File: src/rtl/updown_mod_counter_pkg.sv
// Shared helpers for the up/down modulo counter: parameter legality and terminal value.
package updown_mod_counter_pkg;

  function automatic bit params_ok(input longint width, input longint modulus, input longint init);
    longint span_v;
    if ((width < 64'sd1) || (width > 64'sd32)) begin
      return 1'b0;
    end
    span_v = 64'sd1 <<< width;
    return (modulus >= 64'sd2) && (modulus <= span_v) && (init >= 64'sd0) && (init < modulus);
  endfunction

  function automatic longint term_value(input longint modulus);
    return modulus - 64'sd1;
  endfunction

endpackage

File: src/rtl/updown_mod_counter_mod_incdec.sv
// Next-count logic: modulo increment/decrement with wrap detection at WIDTH+1 bits.
module mod_incdec
  import updown_mod_counter_pkg::*;
#(
  parameter int     WIDTH   = 32'sd4,
  parameter longint MODULUS = 64'sd16
) (
  input  logic [WIDTH-1:0] count,
  input  logic             up,
  output logic [WIDTH-1:0] next,
  output logic             wrap
);

  localparam int               W1      = WIDTH + 32'sd1;
  localparam logic [WIDTH:0]   MOD_EXT = W1'(MODULUS);
  localparam logic [WIDTH:0]   ONE_EXT = W1'(32'sd1);
  localparam logic [WIDTH-1:0] TERM    = WIDTH'(term_value(MODULUS));

  logic [WIDTH:0] count_ext_s;
  logic [WIDTH:0] sum_s;
  logic [WIDTH:0] diff_s;

  // Up wraps when count+1 reaches MODULUS; down wraps on the borrow out of 0.
  always_comb begin
    count_ext_s = {1'b0, count};
    sum_s       = count_ext_s + ONE_EXT;
    diff_s      = count_ext_s - ONE_EXT;
    if (up) begin
      wrap = (sum_s == MOD_EXT);
      if (wrap) begin
        next = '0;
      end else begin
        next = sum_s[WIDTH-1:0];
      end
    end else begin
      wrap = diff_s[WIDTH];
      if (wrap) begin
        next = TERM;
      end else begin
        next = diff_s[WIDTH-1:0];
      end
    end
  end

endmodule

File: src/rtl/updown_mod_counter.sv
// Up/down modulo counter with synchronous load, out-of-range load clamp and sticky error.
module updown_mod_counter
  import updown_mod_counter_pkg::*;
#(
  parameter int     WIDTH   = 32'sd4,
  parameter longint MODULUS = 64'sd16,
  parameter longint INIT    = 64'sd0
) (
  input  logic             CLK,
  input  logic             RESET,
  input  logic             CE,
  input  logic             UP,
  input  logic             LOAD,
  input  logic [WIDTH-1:0] DATA,
  output logic [WIDTH-1:0] O,
  output logic             COUT,
  output logic             TC,
  output logic             ERR
);

  localparam int               W1      = WIDTH + 32'sd1;
  localparam logic [WIDTH:0]   MOD_EXT = W1'(MODULUS);
  localparam logic [WIDTH-1:0] TERM    = WIDTH'(term_value(MODULUS));
  localparam logic [WIDTH-1:0] INIT_V  = WIDTH'(INIT);

  generate
    if (!params_ok(WIDTH, MODULUS, INIT)) begin : g_bad_params
      $error("updown_mod_counter: illegal WIDTH/MODULUS/INIT combination");
    end
  endgenerate

  logic [WIDTH-1:0] count_r;
  logic             err_r;
  logic [WIDTH-1:0] next_s;
  logic             wrap_s;
  logic [WIDTH-1:0] load_val_s;
  logic             load_bad_s;

  mod_incdec #(
    .WIDTH   (WIDTH),
    .MODULUS (MODULUS)
  ) u_incdec (
    .count (count_r),
    .up    (UP),
    .next  (next_s),
    .wrap  (wrap_s)
  );

  // Clamp out-of-range load values to the terminal value.
  always_comb begin
    load_bad_s = ({1'b0, DATA} >= MOD_EXT);
    if (load_bad_s) begin
      load_val_s = TERM;
    end else begin
      load_val_s = DATA;
    end
  end

  // Count and sticky-error registers: reset > load > count > hold.
  always_ff @(posedge CLK) begin
    if (RESET) begin
      count_r <= INIT_V;
      err_r   <= 1'b0;
    end else if (LOAD) begin
      count_r <= load_val_s;
      err_r   <= err_r | load_bad_s;
    end else if (CE) begin
      count_r <= next_s;
    end
  end

  assign O    = count_r;
  assign ERR  = err_r;
  assign TC   = wrap_s;
  assign COUT = wrap_s & CE & ~LOAD & ~RESET;

endmodule

File: config.mk
export PLATFORM = sky130hd
export DESIGN_NAME = updown_mod_counter
export DESIGN_NICKNAME = d
export VERILOG_FILES = /design/src/rtl/updown_mod_counter_pkg.sv /design/src/rtl/updown_mod_counter_mod_incdec.sv /design/src/rtl/updown_mod_counter.sv
export SDC_FILE = /design/constraint.sdc
export NUM_CORES = 1
export LEC_CHECK = 0
export ABC_AREA = 1
export BUFFER_PORTS_ARGS = -buffer_cell sky130_fd_sc_hd__buf_4
export CORE_AREA = 3 3 40 42
export CTS_BUF_LIST = sky130_fd_sc_hd__clkbuf_4
export DETAILED_ROUTE_END_ITERATION = 12
export DIE_AREA = 0 0 43 45
export GPL_TIMING_DRIVEN = 0
export PLACE_DENSITY = 0.51
export REMOVE_ABC_BUFFERS = 1
export SLEW_MARGIN = 30
export SYNTH_ARGS = -nofsm -noshare
export SYNTH_HDL_FRONTEND = slang
export SYNTH_SLANG_ARGS = --single-unit
File: constraint.sdc
create_clock -name CLK -period 1.5 [get_ports CLK]
set_clock_uncertainty 0.2 [all_clocks]
set_input_delay 0.225 -clock CLK [delete_from_list [all_inputs] [get_ports CLK]]
set_output_delay 0.225 -clock CLK [all_outputs]
set_load 0.05 [all_outputs]
==> results.md <==
* Final nets at 97
* Final hold slack at 61.3 ps
* Critical Path AT at 1420 ps
* Critical Path RT at 1070 ps
* Yosys reg bits at 4
* Drt wl/cell at 10.8 um
* Main area contributors after synthesis: dfxtp_1, nand2_1, nand3_1, ha_1, inv_1
* Max-cap violation count at 0
* Peak Freq at 543 MHz
* Startpoint types: flip-flop
* Hold crit path type: in -> reg
* Critical path class: reg -> out
* Crit-path max FO at 4
* Yosys top cell area share at 23.1%
* Failing checks: negative setup slack
* Initial antenna violation count at 0
* GRT overflow at 0
* DIE HEIGHT at 45 um
* Critical Path, Cell by Cell: inv_4 > ha_4 > nand4_1 > o21a_1 > nor4_2 > buf_4
* Post-DP Area at between 400 and 500 um2
* Post-Synthesis Cell Area at 347 um2
* Post-place setup slack at -312 ps
* Layout cells sized above 1 at 51.2%
* Final core occ at 49.4%
* TritonCTS clock tree: built
* Buffers on Ports at 14
* Num CTS Buffers at 3
* Drt first-iter violations at 3
* Clock-pin slew on the worst setup and hold paths at 40 ps
* Max-slew violations at 0
* First-pass GRT wire length at 1.78 mm
* Min Tclk post-route at about 1800 ps
* Fin. Hold Viols at 0
* Core Rows at 13
* Initial Util at between 20% and 30%
* Die area at ~0.0019 mm2
* DP HPWL at 730 um
* Register area share after synthesis at 23.1%
* Core area at between 0.001 and 0.0015 mm2
* # IOs at 16
* Filler instances at roughly 150
* CTS root buf: clkbuf_4
* Leak at a little over 0.0003 uW
* Largest net degree at the start of global routing at 7
* Worst path max stage delay at 360 ps
* Synth Instances at 56
* DRC violations left at 0
* Run status: finished, violations left
* Floorplan die width at between 40 and 50 um
* Total Routing Usage GR at between 10% and 20%
* Vias in the first global route at roughly 430
* DRT Pass-1 Iters at 2
* Flop-to-flop setup slack at -60 ps
* Final setup vio count at 4
* Htree depth at 1
* TNS Setup at -729 ps
* VDD IR-drop max at 0.000444 V
* Final WL at 1.07 mm
* Area leader, netlist: dfxtp_1
* Cell variety after synth at 17
* CP max-delay cell: dfxtp_4
* Final ANT Viol Nets at 0
* RSZ-0062 raised after global routing: yes
* Period utilisation layout at 123%
* CTS Sinks at 4
* Routability cong. at roughly 0.68
* # diodes at 0
* Layout area overhead at 83.0%
* Number of flip-flops in the largest register at 4
* Nature of the critical path endpoint: primary output
* Syn_area_per_cell at 6.19 um2
* Clk Latency, worst-skew pair at about 230 ps
* Clk buf depth at 2
* Pwr dens at 775 mW/mm2
* Finished Cell Area at 634 um2
* Yosys warns at 0
* Avg Vias per Cell at around 4.7
* Final WS setup at -343 ps
* Via Count at 462
## Yosys cell counts, drive strengths merged
cell    instances
a21oi           3
a31oi           2
buf             1
conb            1
dfxtp           4
ha              2
inv             8
nand2          14
nand3           8
nand4           3
nor2            6
nor4            1
o211ai          1
o21a            1
xor2            1
## worst max-delay path, delay by kind of cell, from the launching register on
family	cells	cell delay [ps]
buffers and inverters	2	300
DFF	1	360
and+or+nand+nor	2	230
adders and majority gates	1	130
AOI/OAI and AO/OA	1	160
## final cells by class
class / count / area (um2) / area share (%)
repair buffers: 26 / 205 / 32.3
multi-input cells: 43 / 263 / 41.4
flip-flops and latches: 4 / 90.1 / 14.2
clock buffers: 3 / 22.5 / 3.55
well taps: 15 / 18.8 / 2.96
inverters: 8 / 35.0 / 5.52
## logic make-up after synthesis
logic type | share of synthesized area (%)
DFF | 23.1
adders and majority gates | 7.22
AOI/OAI and AO/OA | 12.3
and+or+nand+nor | 43.0
other | 1.08
xor gates and xnor gates | 2.53
buffers and inverters | 10.8
## through the flow
step                      power (uW)  cells
after floorplan                  239     55
after global placement           294     84
after detailed placement         295     84
after CTS                        489     99
after global routing             525     99
final                            492     99
## power breakdown
group	total, uW	internal [uW]	switching (uW)
Sequential	135	117	18.2
Combinational	224	103	121
Clock	132	89.4	43.0
## what timing repair did
action	CTS	global route
gates cloned	0	0
hold endpoints to repair	4	0
resized for setup	15	4
buffers inserted	11	3
pin swaps	2	4
hold buffers	1	0
setup endpoints to repair	5	5
## worst paths after layout
check,from,cells after the start,end
worst max register to register,O[0],10,O[3]
worst max-delay path,O[1],6,COUT
worst min register to register,O[3],2,O[3]
worst min-delay path,DATA[1],3,O[1]
## placed cells by master (no fill, tap or decap), drive strengths merged
| cell type | Yosys | final |
|---|---|---|
| clkbuf | 0 | 3 |
| a31oi | 2 | 2 |
| nand4 | 3 | 3 |
| buf | 1 | 25 |
| o21a | 1 | 1 |
| o211ai | 1 | 1 |
| dlygate4sd3 | 0 | 1 |
| xor2 | 1 | 1 |
| inv | 8 | 8 |
| dfxtp | 4 | 4 |
| nor2 | 6 | 6 |
| nor4 | 1 | 1 |
| conb | 1 | 1 |
| nand3 | 8 | 8 |
| a21oi | 3 | 3 |
| nand2 | 14 | 14 |
| ha | 2 | 2 |
## metal layers
metal | vias up | GRT usage, % | wire (um)
li1 | 241 | - | -
met1 | 208 | 13.9 | 458
met2 | 13 | 21.0 | 550
met3 | 0 | 1.59 | 59
met4 | 0 | 9.04 | 0
met5 | - | 0 | 0
Power figures use the tool's default switching activity.
